==> src/rtl/scan_sched_ctrl.sv <==
// Depth-first scheduler for a scan-style polar decoder: channel load, then F/G/LEAF/BOTTOM sequencing.
// Optional stall input is enabled by defining SCAN_SCHED_STALL_EN.
module scan_sched_ctrl #(
    parameter int N = 1024,
    parameter int P = 128
) (
    input  logic        clk,
    input  logic        rst,
`ifdef SCAN_SCHED_STALL_EN
    input  logic        stall,
`endif
    input  logic        start,
    input  logic        channel_ready,
    output logic        busy,
    output logic        done,
    output logic        channel,
    output logic [5:0]  channel_count,
    output logic [3:0]  op_type,
    output logic [3:0]  op_type_next,
    output logic [10:0] I_Nv,
    output logic [10:0] I_Nv_next,
    output logic [4:0]  counter,
    output logic [4:0]  counter_next,
    output logic [9:0]  address1,
    output logic [9:0]  address1_next,
    output logic [12:0] O_bit_count
);

    typedef enum logic [1:0] {IDLE, LOAD, DECODE} state_t;

    localparam logic [3:0]  OP_F      = 4'b0000;
    localparam logic [3:0]  OP_G      = 4'b0001;
    localparam logic [3:0]  OP_BOTTOM = 4'b0010;
    localparam logic [3:0]  OP_LEAF   = 4'b0011;
    localparam logic [3:0]  OP_NOP    = 4'b1111;
    localparam int          SHIFT     = $clog2(2 * P);
    localparam logic [10:0] SIZE_N    = 11'(N);
    localparam logic [12:0] BITS_N    = 13'(N);
    localparam logic [5:0]  LAST_WORD = 6'(N / P - 1);

    state_t      state_q, state_d;
    logic        done_q, done_d;
    logic [5:0]  cc_q, cc_d;
    logic [3:0]  op_q, op_d;
    logic [10:0] size_q, size_d;
    logic [4:0]  cnt_q, cnt_d;
    logic [9:0]  addr_q, addr_d;
    logic [12:0] obc_q, obc_d;

    logic        stall_act;
    logic [10:0] dur;
    logic [10:0] half;
    logic [10:0] dbl;
    logic        last_cycle;
    logic        frame_end;
    logic [3:0]  succ_op;
    logic [10:0] succ_size;
    logic [9:0]  succ_addr;
    logic [12:0] obc_inc;

`ifdef SCAN_SCHED_STALL_EN
    assign stall_act = stall && (state_q != IDLE);
`else
    assign stall_act = 1'b0;
`endif

    // Successor of the current operation in the depth-first tree walk.
    always_comb begin
        dur        = size_q >> SHIFT;
        if (dur == 11'd0) dur = 11'd1;
        last_cycle = ({6'd0, cnt_q} == (dur - 11'd1));
        half       = size_q >> 1;
        dbl        = size_q << 1;
        frame_end  = 1'b0;
        succ_op    = OP_NOP;
        succ_size  = 11'd0;
        succ_addr  = 10'd0;
        case (op_q)
            OP_F, OP_G: begin
                succ_op   = (half > 11'd2) ? OP_F : OP_LEAF;
                succ_size = half;
                succ_addr = {addr_q[8:0], (op_q == OP_G)};
            end
            OP_LEAF, OP_BOTTOM: begin
                succ_size = dbl;
                succ_addr = addr_q >> 1;
                if (!addr_q[0]) begin
                    succ_op = OP_G;
                end else if (dbl == SIZE_N) begin
                    frame_end = 1'b1;
                end else begin
                    succ_op = OP_BOTTOM;
                end
            end
            default: frame_end = 1'b1;
        endcase
    end

    always_comb begin
        state_d = state_q;
        done_d  = 1'b0;
        cc_d    = cc_q;
        op_d    = op_q;
        size_d  = size_q;
        cnt_d   = cnt_q;
        addr_d  = addr_q;
        obc_d   = obc_q;
        obc_inc = obc_q + 13'd2;
        if (!stall_act) begin
            case (state_q)
                IDLE: begin
                    if (start) begin
                        state_d = LOAD;
                        cc_d    = 6'd0;
                        obc_d   = 13'd0;
                    end
                end
                LOAD: begin
                    if (channel_ready) begin
                        if (cc_q == LAST_WORD) begin
                            state_d = DECODE;
                            cc_d    = 6'd0;
                            op_d    = OP_F;
                            size_d  = SIZE_N;
                            cnt_d   = 5'd0;
                            addr_d  = 10'd0;
                        end else begin
                            cc_d = cc_q + 6'd1;
                        end
                    end
                end
                DECODE: begin
                    if (op_q == OP_LEAF) obc_d = (obc_inc >= BITS_N) ? BITS_N : obc_inc;
                    if (!last_cycle) begin
                        cnt_d = cnt_q + 5'd1;
                    end else if (frame_end) begin
                        state_d = IDLE;
                        done_d  = 1'b1;
                        op_d    = OP_NOP;
                        size_d  = 11'd0;
                        cnt_d   = 5'd0;
                        addr_d  = 10'd0;
                    end else begin
                        op_d   = succ_op;
                        size_d = succ_size;
                        cnt_d  = 5'd0;
                        addr_d = succ_addr;
                    end
                end
                default: state_d = IDLE;
            endcase
        end
    end

    always_ff @(posedge clk or negedge rst) begin
        if (!rst) begin
            state_q <= IDLE;
            done_q  <= 1'b0;
            cc_q    <= 6'd0;
            op_q    <= OP_NOP;
            size_q  <= 11'd0;
            cnt_q   <= 5'd0;
            addr_q  <= 10'd0;
            obc_q   <= 13'd0;
        end else begin
            state_q <= state_d;
            done_q  <= done_d;
            cc_q    <= cc_d;
            op_q    <= op_d;
            size_q  <= size_d;
            cnt_q   <= cnt_d;
            addr_q  <= addr_d;
            obc_q   <= obc_d;
        end
    end

    // Outside DECODE the look-ahead advertises the first operation of the next frame.
    always_comb begin
        if (stall_act && (state_q == DECODE)) begin
            op_type_next  = op_q;
            I_Nv_next     = size_q;
            counter_next  = cnt_q;
            address1_next = addr_q;
        end else if (state_q != DECODE) begin
            op_type_next  = OP_F;
            I_Nv_next     = SIZE_N;
            counter_next  = 5'd0;
            address1_next = 10'd0;
        end else begin
            op_type_next  = op_d;
            I_Nv_next     = size_d;
            counter_next  = cnt_d;
            address1_next = addr_d;
        end
    end

    assign busy          = (state_q != IDLE);
    assign done          = done_q;
    assign channel       = (state_q == DECODE);
    assign channel_count = cc_q;
    assign op_type       = op_q;
    assign I_Nv          = size_q;
    assign counter       = cnt_q;
    assign address1      = addr_q;
    assign O_bit_count   = obc_q;

endmodule

==> config.mk <==
export PLATFORM = sky130hd
export DESIGN_NAME = scan_sched_ctrl
export DESIGN_NICKNAME = d
export VERILOG_FILES = /design/src/rtl/scan_sched_ctrl.sv
export SDC_FILE = /design/constraint.sdc
export NUM_CORES = 1
export LEC_CHECK = 0
export CAP_MARGIN = 10
export CORE_ASPECT_RATIO = 0.5
export CORE_UTILIZATION = 50
export CTS_BUF_LIST = sky130_fd_sc_hd__clkbuf_4
export DETAILED_ROUTE_END_ITERATION = 12
export HOLD_SLACK_MARGIN = 0.1
export PLACE_DENSITY_LB_ADDON = 0.05
export SLEW_MARGIN = 20
export SYNTH_ARGS = -nofsm -noshare
export SYNTH_HDL_FRONTEND = slang
export SYNTH_SLANG_ARGS = --single-unit
==> constraint.sdc <==
create_clock -name clk -period 4.9 [get_ports clk]
set_input_delay 1.225 -clock clk [delete_from_list [all_inputs] [get_ports clk]]
set_output_delay 1.225 -clock clk [all_outputs]
set_load 0.05 [all_outputs]
### Word-level counts from Yosys, hierarchy flattened

Cells that the tools add are included.
W data, S select, Z words.

| storage, ports and cells | value |
|---|---|
| flip-flop bits (word level) | 52 |
| bits of input ports | 4 |
| logic and storage cells | 90 |

| cells by class | value |
|---|---|
| add/subtract/negate cells | 4 |
| $lt $le $gt $ge | 2 |
| equal/unequal tests | 15 |
| multiplexer cells | 50 |
| reduce and logical (&&, ||, !) cells | 11 |

Operators by type and width:

| operator | count |
|---|---|
| $mux W11 | 5 |
| $mux W10 | 5 |
| $pmux W11 S2 | 2 |
| $pmux W10 S2 | 2 |
| $mux W13 | 3 |
| $mux W4 | 7 |
| $pmux W13 S2 | 1 |
| $mux W5 | 4 |
| $mux W6 | 3 |
| $pmux W4 S2 | 2 |
| $add A13 B2 Y13 const B | 1 |
| $ge A13 B11 Y1 const B | 1 |
| $mux W2 | 6 |
| $pmux W6 S2 | 1 |
| $eq A5 B11 Y1 | 1 |
| $logic_not A11 Y1 | 1 |
| $eq A10 B10 Y1 const B | 1 |
| $gt A10 B2 Y1 const B | 1 |
| $pmux W5 S2 | 1 |
| $eq A4 B2 Y1 const B | 2 |
| $ne A2 B2 Y1 const B | 4 |
| $add A6 B1 Y6 const B | 1 |
| $eq A6 B3 Y1 const B | 1 |
| $ne A2 B1 Y1 const B | 3 |
| 15 further kinds | 23 |

### Logic depth before layout (Yosys ltp)

Gate-level depths: netlist of run 1.

| depth | value |
|---|---|
| depth in word-level cells | 8 |
| mapped depth | 10 |

### Worst setup path after synthesis of run 1

No wires, ideal clock.

| path | value |
|---|---|
| kind | register -> output |
| from | reg size_q[9], in the netlist I_Nv[9] |
| to | out I_Nv_next[0] |
| arrival | 3.127 ns |
| setup slack | 0.548 ns |
| cell stages (with the launch flop) | 9 |
| cell sequence | dfrtp_1 -> nor2_1 -> nor2_1 -> ha_1 -> xnor2_1 -> nor3_1 -> nand4b_1 -> clkbuf_1 -> o21ai_0 |

| on the way | value |
|---|---|
| word-level cells in the longest chain between the ends | 8 |
| elaborated cells between the ends (all ways) | 12 |
| those cells by class | add/sub (1); eq/ne (2); mux (8); reduce/logical (1) |

Ends and longest elaborated chain:

| element | line | source |
|---|---|---|
| start: declaration | 45 | `logic [10:0] size_q, size_d;` |
| start signal: assignment | 170 | `size_q <= size_d;` |
| branches (longest 5 deep; another with $sub A3 B1 Y4) | -- |  |
| $mux W11 * | 134 | `if (!last_cycle) begin` |
| $pmux W11 S2 * | 110 | `case (state_q)` |
| $mux W11 * | 184 | `end else if (state_q != DECODE) begin` |
| end: declaration | 21 | `output logic [10:0] I_Nv_next,` |

Every way passes the cells marked *.

### Final worst setup path of run 1

| path | value |
|---|---|
| from | in channel_ready |
| to | out op_type_next[0] |

| on the way | value |
|---|---|
| word-level cells in the longest chain between the ends | 3 |

Ends and longest elaborated chain:

| element | line | source |
|---|---|---|
| start: declaration | 13 | `input logic channel_ready,` |
| $mux W4 | 119 | `if (channel_ready) begin` |
| $pmux W4 S2 | 110 |  |
| $mux W4 | 184 |  |
| end: declaration | 19 | `output logic [3:0] op_type_next,` |

Every way passes these cells.

==> results of run 1 <==
flip-flops by register name (all words and copies together), names as in the netlist:
| register | flops |
|---|---|
| state_q | 2 |
| O_bit_count | 12 |
| channel_count | 6 |
| address1 | 10 |
| I_Nv | 11 |
| done | 1 |
| op_type | 4 |
| counter | 5 |
worst max-delay path by stage:
stage                        from         endpoint  slack (ns)  cells after the start
floorplan                 I_Nv[9]     I_Nv_next[0]        0.55                      8
global placement    channel_ready  op_type_next[0]        0.66                      8
detailed placement  channel_ready  op_type_next[0]        0.53                      8
CTS                 channel_ready  op_type_next[0]        0.53                      8
global route             I_Nv[10]  op_type_next[3]        0.23                      9
finish              channel_ready  op_type_next[0]        0.51                      8
metrics by stage:
step	instances	hold WS [ns]	utilization, %	worst slack (ns)	area (µm²)
after CTS	529	0.528	72.5	0.530	4460
after global placement	521	0.496	71.7	0.662	4410
after detailed placement	521	0.510	71.7	0.534	4410
final	529	0.532	72.5	0.513	4460
after floorplan	367	0.491	-	0.548	3230
after global routing	529	0.559	72.5	0.235	4460
cell families (layout without fill, tap and decap cells):
| kind of cell | after synthesis | in the layout | synth area share [%] |
|---|---|---|---|
| adders and majority gates | 8 | 8 | 3.10 |
| AOI/OAI and AO/OA | 97 | 97 | 20.0 |
| muxes | 21 | 21 | 6.63 |
| DFF | 51 | 51 | 39.7 |
| buffers and inverters | 33 | 107 | 4.34 |
| xor gates and xnor gates | 5 | 5 | 1.36 |
| and+or+nand+nor | 151 | 151 | 24.7 |
| other | 1 | 1 | 0.116 |
cell usage after synthesis (4+ instances only):
cell	count
nand2_1	41
dfrtp_1	47
nor3_1	7
buf_2	4
dfstp_2	4
nor2b_1	4
nor2_1	16
a21o_1	5
o31ai_1	5
nand4_1	10
nand3_1	40
o21ai_0	36
and2_1	7
inv_1	9
a21oi_1	11
mux2i_1	18
clkbuf_1	18
ha_1	8
nand2b_1	4
o2bb2ai_1	21
metal layers:
metal / GRT usage (%) / part of all wire, % / wire length [µm]
met5: 0 / 0 / 0
met4: 6.59 / 0.69 / 59
met3: 6.28 / 7.1 / 613
met2: 42.2 / 46 / 3950
met1: 36.7 / 46 / 3960
layout make-up:
type	count	area (µm²)	area share (%)
Sequential cell	51	1280	28.7
Tap cell	88	110	2.47
Timing Repair Buffer	90	1180	26.5
Multi-Input combinational cell	283	1810	40.4
Inverter	9	33.8	0.757
Clock buffer	6	45.0	1.01
Clock inverter	2	7.51	0.168
cells in the final DEF (no fill, tap or decap), types with 3 or more instances in the layout:
cell / synthesis / final
nor3_1: 7 / 7
xnor2_1: 3 / 3
clkdlybuf4s50_1: 0 / 53
o21a_1: 3 / 3
buf_4: 1 / 6
dfrtp_1: 47 / 47
a21oi_1: 11 / 11
a21o_1: 5 / 5
and3_1: 3 / 3
nand4_1: 10 / 10
buf_12: 0 / 30
dfstp_2: 4 / 4
mux2i_1: 18 / 18
o31ai_1: 5 / 5
o21ai_0: 36 / 35
and2_1: 7 / 7
nand2_1: 41 / 41
inv_1: 9 / 9
nand3_1: 40 / 40
clkbuf_4: 0 / 6
o22ai_1: 3 / 3
nand4b_1: 3 / 3
a22o_1: 3 / 3
o2bb2ai_1: 21 / 21
ha_1: 8 / 8
nand2b_1: 4 / 4
nor2b_1: 4 / 4
o21ai_1: 2 / 3
nor2_1: 16 / 16
critical path: stages:
cell	delay (ns)
clkdlybuf4s50_1	0.48
and4_1	0.20
a21boi_0	0.26
nand3b_1	0.18
buf_4	0.26
nand2_1	0.09
a21oi_1	0.28
buf_12	0.18
power by group:
part / internal [mW] / switching, mW / total, mW
registers: 0.455 / 0.0391 / 0.494
clock network: 0.0591 / 0.135 / 0.194
logic: 0.262 / 0.595 / 0.857
==> impl_metrics.json, run 1 <==
{
  "reg2regPathDepth": 8,
  "grt_max_degree": 52,
  "place_congestion": 0.861,
  "cts_num_sinks": 51,
  "cts_resized": 0,
  "io_buffers": 84,
  "first_pass_iters": 5,
  "startpoint_type": "primary input",
  "final_net_count": 452,
  "via_per_inst": 6.04,
  "cp_max_fo": 21,
  "worstPathArrival_ns": 3.16,
  "path_class": "primary input to primary output",
  "min_path_type": "register to register",
  "vias": 3194,
  "ys_ff_latch": 51,
  "layout-area-overhead-vs-synth_pct": 38.3,
  "htree_levels": 2,
  "drive_above_1_share_pct": 12.7,
  "finClkSkew_ns": 0.00903,
  "ctsHoldBuffers": 0,
  "initialDrtViolationCount": 311,
  "dp_hpwl_um": 6060,
  "setup_viol": 0,
  "relSlewSlack_pct": 49.0,
  "cts-root-buf": "clkbuf_4",
  "synth_cells": 367,
  "grt_antenna_before_repair": 0,
  "yosys-top-cells-area": "dfrtp_1 36%, nand3_1 6.2%, o2bb2ai_1 5.7%",
  "cts_tree": "done",
  "leakage_nw": 1.76,
  "clk-insertion-delay-late_ns": 0.38,
  "r2r_slack_ns": 1.98,
  "path_clk_slew_ns": 0.15,
  "hold_violations": 0,
  "syn_avg_cell_area_um2": 8.79,
  "die_w_um": 116,
  "diodes": 0,
  "power.density_nw_per_um2": 346,
  "netlist_area_um2": 3230,
  "drt-total-wl_um": 8590,
  "clock_path_buffers": 2,
  "vdd.ir_drop.worst_mv": 0.383,
  "remaining_drc_errors": 0,
  "maxCapViolCount": 0,
  "total_power_mw": 1.55,
  "rsz0062_at_grt": "false",
  "boundaryPins": 86,
  "ys_types": 52,
  "grt_pass1_wl_um": 14000,
  "ys_warn_count": 0,
  "wl_per_cell_um": 16.2,
  "grt_usage_pct": 26.4,
  "fp.dieH_um": 58.8,
  "rr_endpoint": "address1[6]",
  "status": "completed",
  "grt_pass1_vias": 2838,
  "async_flop_share_pct": 100,
  "dieArea_um2": 6800,
  "synth_top_area_share_pct": 36.4,
  "max_freq_ghz": 0.228,
  "rows": 20,
  "worstHoldPathCells": 1,
  "final.period_utilization_pct": 89.5,
  "cts_setup_buffers": 0,
  "grt_overflow_total": 0,
  "ys_seq_area_share_pct": 39.7,
  "fin_crit_ns": 4.39,
  "yosys.area.top_type": "dfrtp_1",
  "fp.coreArea_um2": 6160,
  "ant_nets": 0,
  "fillers": 475,
  "tightest_slew_ns": 0.761,
  "synth_edf_count": 0,
  "regToRegStartpoint": "I_Nv[9]",
  "syn-num-nets": 379,
  "start_util_pct": 52.4,
  "worstPathRequired_ns": 3.67,
  "tns_ns": 0,
  "numCtsBuffers": 5,
  "hp-start": "channel_count[5]",
  "synth_flop_cell": "dfrtp_1",
  "maxSlewViolCount": 0,
  "min_to": "channel_count[5]",
  "end_kind": "primary output"
}
(Power assumes the default switching activity.)
==> run 2, diff against run 1 <==
--- a/config.mk
+++ b/config.mk
@@ -7,11 +7,12 @@
 export LEC_CHECK = 0
 export CAP_MARGIN = 10
 export CORE_ASPECT_RATIO = 0.5
-export CORE_UTILIZATION = 50
+export CORE_UTILIZATION = 40
 export CTS_BUF_LIST = sky130_fd_sc_hd__clkbuf_4
 export DETAILED_ROUTE_END_ITERATION = 12
 export HOLD_SLACK_MARGIN = 0.1
 export PLACE_DENSITY_LB_ADDON = 0.05
+export RECOVER_POWER = 50
 export SLEW_MARGIN = 20
 export SYNTH_ARGS = -nofsm -noshare
 export SYNTH_HDL_FRONTEND = slang
==> run 2 against run 1 <==
The run now ends with max-capacitance violations, max-slew violations left. First-iteration DRC count is 36% lower. Final cell count is 3.8% higher. Via count down 2.2%. Highest routed layer unchanged. Flip-flop and latch count is the same. Sequential power about the same. Worst setup slack got worse by 0.24 ns. Utilization is 13 points lower.
==> impl_metrics.json, run 2 (synthesized netlist as in run 1, its figures left out) <==
{
  "setup_viol": 0,
  "hp-start": "op_type[0]",
  "power_frac_seq_pct": 32.0,
  "largest_register_ffs": 12,
  "hold_violations": 0,
  "startpoint_type": "primary input",
  "worstPathRequired_ns": 3.67,
  "grt_max_degree": 52,
  "met3_usage_pct": 4.48,
  "htree_levels": 2,
  "first_pass_iters": 4,
  "vias": 3123,
  "grt_pass1_vias": 2944,
  "violations": "max-capacitance violations, max-slew violations",
  "vdd.ir_drop.worst_mv": 0.302,
  "drive_above_1_share_pct": 12.5,
  "reg2regPathDepth": 8,
  "rsz0062_at_grt": "false",
  "final_cell_mix": "47 x dfrtp_1, 41 x nand2_1, 40 x nand3_1",
  "start_util_pct": 42.6,
  "power_frac_clock_pct": 12.5,
  "clock_path_buffers": 2,
  "min_to": "op_type[0]",
  "cts_num_sinks": 51,
  "maxCapViolCount": 1,
  "fp.coreArea_um2": 7570,
  "ant_nets": 0,
  "remaining_drc_errors": 0,
  "clk-insertion-delay-late_ns": 0.38,
  "power.density_nw_per_um2": 343,
  "finClkSkew_ns": 0.0140,
  "final.period_utilization_pct": 94.5,
  "grt_antenna_before_repair": 0,
  "swShare_pct": 49.9,
  "fin_crit_ns": 4.63,
  "tightest_slew_ns": 2.86,
  "gr-usage-met2_pct": 34.8,
  "max_freq_ghz": 0.216,
  "use_met1_pct": 32.0,
  "final_common_cell": "dfrtp_1",
  "rr_endpoint": "I_Nv[8]",
  "relSlewSlack_pct": -90.5,
  "top_usage_layer": "met2",
  "grt_pass1_wl_um": 14600,
  "diodes": 0,
  "boundaryPins": 86,
  "combPwrFrac_pct": 55.4,
  "dp_hpwl_um": 6200,
  "worstPathArrival_ns": 3.40,
  "end_kind": "primary output",
  "tns_ns": 0,
  "dpl_cell_area_um2": 4440,
  "via_per_inst": 5.69,
  "ctsHoldBuffers": 0,
  "layout-area-overhead-vs-synth_pct": 39.0,
  "place_congestion": 0.777,
  "cp_max_fo": 12,
  "status": "complete, but fails checks",
  "cts_tree": "done",
  "grt_overflow_total": 0,
  "whs_ns": 0.549,
  "initialDrtViolationCount": 199,
  "cts_resized": 0,
  "wl_per_cell_um": 16.1,
  "regToRegStartpoint": "I_Nv[10]",
  "path_class": "primary input to primary output",
  "cts_setup_buffers": 0,
  "die_w_um": 129,
  "cts-root-buf": "clkbuf_4",
  "maxSlewViolCount": 52,
  "worstHoldPathCells": 1,
  "total_power_mw": 1.54,
  "dieArea_um2": 8450,
  "rows": 22,
  "min_path_type": "register to register",
  "drt-total-wl_um": 8820,
  "grt_usage_pct": 22.2,
  "fp.dieH_um": 65.5,
  "path_clk_slew_ns": 0.15,
  "numCtsBuffers": 5,
  "leakage_nw": 1.82,
  "final_net_count": 452,
  "p_int_uw": 772,
  "final_area_um2": 4490,
  "r2r_slack_ns": 1.99,
  "io_buffers": 84,
  "p_switching_uw": 768
}
-- run 2: cell types whose count changed in the layout (fill, tap and decap cells not counted), sizes merged --
cell,before,now
clkdlybuf4s50,53,34
buf,37,36
dlygate4sd3,0,19
clkbuf,6,7
-- run 2: cell type report --
type / instances / area [µm²]
clock buffers: 6 / 45.0
clock inverters: 2 / 7.51
fillers: 677 / 3080
inverters: 9 / 33.8
multi-input cells: 283 / 1810
flip-flops and latches: 51 / 1280
well taps: 108 / 135
repair buffers: 90 / 1180
-- run 2: worst max path at each step --
stage / from / endpoint / slack (ns)
after global routing: I_Nv[10] / address1_next[2] / 0.07
after CTS: channel_ready / address1_next[3] / 0.28
after detailed placement: channel_ready / address1_next[3] / 0.29
after global placement: channel_ready / I_Nv_next[5] / 0.35
after floorplan: I_Nv[9] / I_Nv_next[0] / 0.55
final: channel_ready / address1_next[3] / 0.27
-- run 2: per-layer routing --
| metal | up-vias | wire length (µm) |
|---|---|---|
| met2 | 91 | 3890 |
| met3 | 7 | 444 |
| li1 | 1499 | - |
| met4 | 0 | 51 |
| met5 | - | 0 |
| met1 | 1526 | 4430 |
-- run 2: metrics by stage --
stage / setup WS [ns] / utilization (%) / std cells
finish: 0.271 / 59.3 / 549
global route: 0.0660 / 59.3 / 549
CTS: 0.285 / 59.3 / 549
detailed placement: 0.288 / 58.6 / 541
global placement: 0.347 / 58.6 / 541
floorplan: 0.548 / - / 367
-- run 2: power groups by stage --
stage | Sequential [mW] | Combinational, mW | Clock, mW
after detailed placement | 0.500 | 0.853 | 0
after floorplan | 0.563 | 0.530 | 0
after global routing | 0.500 | 0.924 | 0.219
final | 0.493 | 0.854 | 0.193
after CTS | 0.493 | 0.857 | 0.203
after global placement | 0.498 | 0.838 | 0
-- run 2: critical path: stages --
cell and delay, ns:
clkdlybuf4s50_1 0.54, and4_1 0.22, a21boi_0 0.12, nand3b_1 0.51
buf_4 0.35, nand3_1 0.08, o21ai_0 0.16, buf_12 0.20
==> run 3, diff against run 2 <==
--- a/config.mk
+++ b/config.mk
@@ -7,7 +7,7 @@
 export LEC_CHECK = 0
 export CAP_MARGIN = 10
 export CORE_ASPECT_RATIO = 0.5
-export CORE_UTILIZATION = 40
+export CORE_UTILIZATION = 35
 export CTS_BUF_LIST = sky130_fd_sc_hd__clkbuf_4
 export DETAILED_ROUTE_END_ITERATION = 12
 export HOLD_SLACK_MARGIN = 0.1
==> run 3 against run 2 <==
The run still ends with max-capacitance violations, max-slew violations left. Largest power group unchanged. First-iteration DRC count rose by 37%. Clock power rose by 58%. Critical endpoint is now address1_next[6]. Final area rose by 1.5%. Total power rose by 8.8%. Sequential share of layout area fell by 0.42 points. Non-clock buffer count rose by 1. Fmax rose by 4.2%. Critical path type unchanged.
==> impl_metrics.json, run 3 (synthesized netlist as in run 1, its figures left out) <==
{
  "final_cell_mix": "47 x dfrtp_1, 41 x nand2_1, 40 x nand3_1",
  "largest_register_ffs": 12,
  "power.density_nw_per_um2": 368,
  "cts_setup_buffers": 0,
  "fp.dieH_um": 69.9,
  "startpoint_type": "primary input",
  "initialDrtViolationCount": 272,
  "worstHoldPathCells": 1,
  "maxCapViolCount": 1,
  "r2r_slack_ns": 1.20,
  "vdd.ir_drop.worst_mv": 0.217,
  "path_class": "primary input to primary output",
  "power_frac_clock_pct": 18.2,
  "place_congestion": 0.836,
  "crit_cells": 8,
  "max_stage_delay_ns": 0.53,
  "swShare_pct": 46.9,
  "cts-root-buf": "clkbuf_4",
  "cts_num_sinks": 51,
  "grt_antenna_before_repair": 0,
  "first_pass_iters": 4,
  "power_frac_seq_pct": 30.5,
  "fp.coreArea_um2": 8830,
  "worstPathArrival_ns": 3.22,
  "cts_tree": "done",
  "grt_usage_pct": 20.1,
  "clk-insertion-delay-late_ns": 0.37,
  "numCtsBuffers": 5,
  "regToRegStartpoint": "op_type[1]",
  "tns_ns": 0,
  "diodes": 0,
  "cts_resized": 0,
  "boundaryPins": 86,
  "max_freq_ghz": 0.225,
  "start_util_pct": 36.6,
  "remaining_drc_errors": 0,
  "wl_per_cell_um": 16.4,
  "cp_slowest_cell": "clkdlybuf4s50_1",
  "grt_pass1_vias": 3005,
  "min_to": "op_type[0]",
  "drt-total-wl_um": 9170,
  "dieArea_um2": 9630,
  "maxSlewViolCount": 52,
  "ant_nets": 0,
  "fin_crit_ns": 4.44,
  "die_w_um": 138,
  "fillers": 822,
  "worstPathRequired_ns": 3.67,
  "rr_endpoint": "O_bit_count[6]",
  "vias": 3118,
  "rsz0062_at_grt": "false",
  "clock_path_buffers": 2,
  "rows": 24,
  "whs_ns": 0.529,
  "p_int_uw": 890,
  "leakage_nw": 1.85,
  "total_power_mw": 1.68,
  "min_path_type": "register to register",
  "via_per_inst": 5.58,
  "combPwrFrac_pct": 51.3,
  "cp_max_fo": 9,
  "layout-area-overhead-vs-synth_pct": 41.1,
  "dp_hpwl_um": 6580,
  "grt_max_degree": 52,
  "setup_viol": 0,
  "path_clk_slew_ns": 0.15,
  "final_net_count": 453,
  "path_delay_family": "buffers and inverters",
  "reg2regPathDepth": 6,
  "relSlewSlack_pct": -88.5,
  "end_kind": "primary output",
  "p_switching_uw": 786,
  "grt_overflow_total": 0,
  "hold_violations": 0,
  "cp_cell_sequence": "clkdlybuf4s50_1 -> and4_1 -> a21boi_0 -> nand3b_1 -> buf_4 -> nand3_1 -> o21ai_0 -> buf_12",
  "final_common_cell": "dfrtp_1",
  "grt_pass1_wl_um": 15300,
  "hp-start": "op_type[0]",
  "drive_above_1_share_pct": 12.7,
  "htree_levels": 2,
  "tightest_slew_ns": 2.83,
  "ctsHoldBuffers": 0,
  "violations": "max-capacitance violations, max-slew violations",
  "status": "complete, but fails checks",
  "io_buffers": 84,
  "crit_buf_inv": 3,
  "final.period_utilization_pct": 90.7,
  "finClkSkew_ns": 0.00458
}
run 3: cell types whose count changed in the layout (fill, tap and decap cells not counted), sizes merged:
cell	previous run	this run
bufinv	0	2
dlygate4sd3	19	20
clkbuf	7	8
clkinv	2	0
clkdlybuf4s50	34	33
run 3: per-layer routing:
layer  share of wire (%)  wire length (µm)  GRT usage (%)  vias to the layer above
met3                 4.6               422           4.50                        7
li1                    -                 -              -                     1495
met4                0.67                61           4.47                        0
met1                  47              4280           27.8                     1550
met2                  48              4400           32.0                       66
met5                   0                 0              0                        -
run 3: cell type report:
cell class                 instances  area, µm²  area share [%]
clock inverter                     2       60.1            1.32
clock buffer                       6       45.0           0.989
multi-input combinational        283       1810            39.7
timing repair buffer              91       1180            25.9
sequential                        51       1280            28.1
tap                              117        146            3.22
inverter                           9       33.8           0.742
run 3: worst register-to-register path: cells and delay by family, from the launching register on:
kind | cells | cell delay, ns
AOI/OAI and AO/OA | 2 | 0.35
DFF | 1 | 1.36
and+or+nand+nor | 4 | 1.95
run 3: how the worst max path moves through the flow:
| stage | startpoint | endpoint | slack (ns) |
|---|---|---|---|
| 2_1_floorplan | I_Nv[9] | I_Nv_next[0] | 0.55 |
| 3_5_place_dp | channel_ready | address1_next[3] | 0.48 |
| 5_1_grt | I_Nv[9] | op_type_next[3] | 0.20 |
| 3_3_place_gp | channel_ready | op_type_next[1] | 0.52 |
| 4_1_cts | I_Nv[10] | op_type_next[2] | 0.43 |
| 6_report | channel_ready | address1_next[6] | 0.46 |
run 3: power groups by stage:
stage / sequential (mW) / combinational [mW] / clock [mW]
floorplan: 0.563 / 0.530 / 0
global placement: 0.519 / 0.843 / 0
detailed placement: 0.520 / 0.864 / 0
CTS: 0.512 / 0.865 / 0.314
global route: 0.519 / 0.927 / 0.334
finish: 0.511 / 0.859 / 0.305
run 3: stage by stage:
step	utilization (%)	setup WS [ns]	cells	instance area (µm²)
final	51.6	0.456	559	4550
after global routing	51.6	0.198	559	4550
after CTS	51.7	0.435	559	4560
after detailed placement	50.5	0.479	551	4460
after global placement	50.5	0.523	551	4460
after floorplan	-	0.548	367	3230
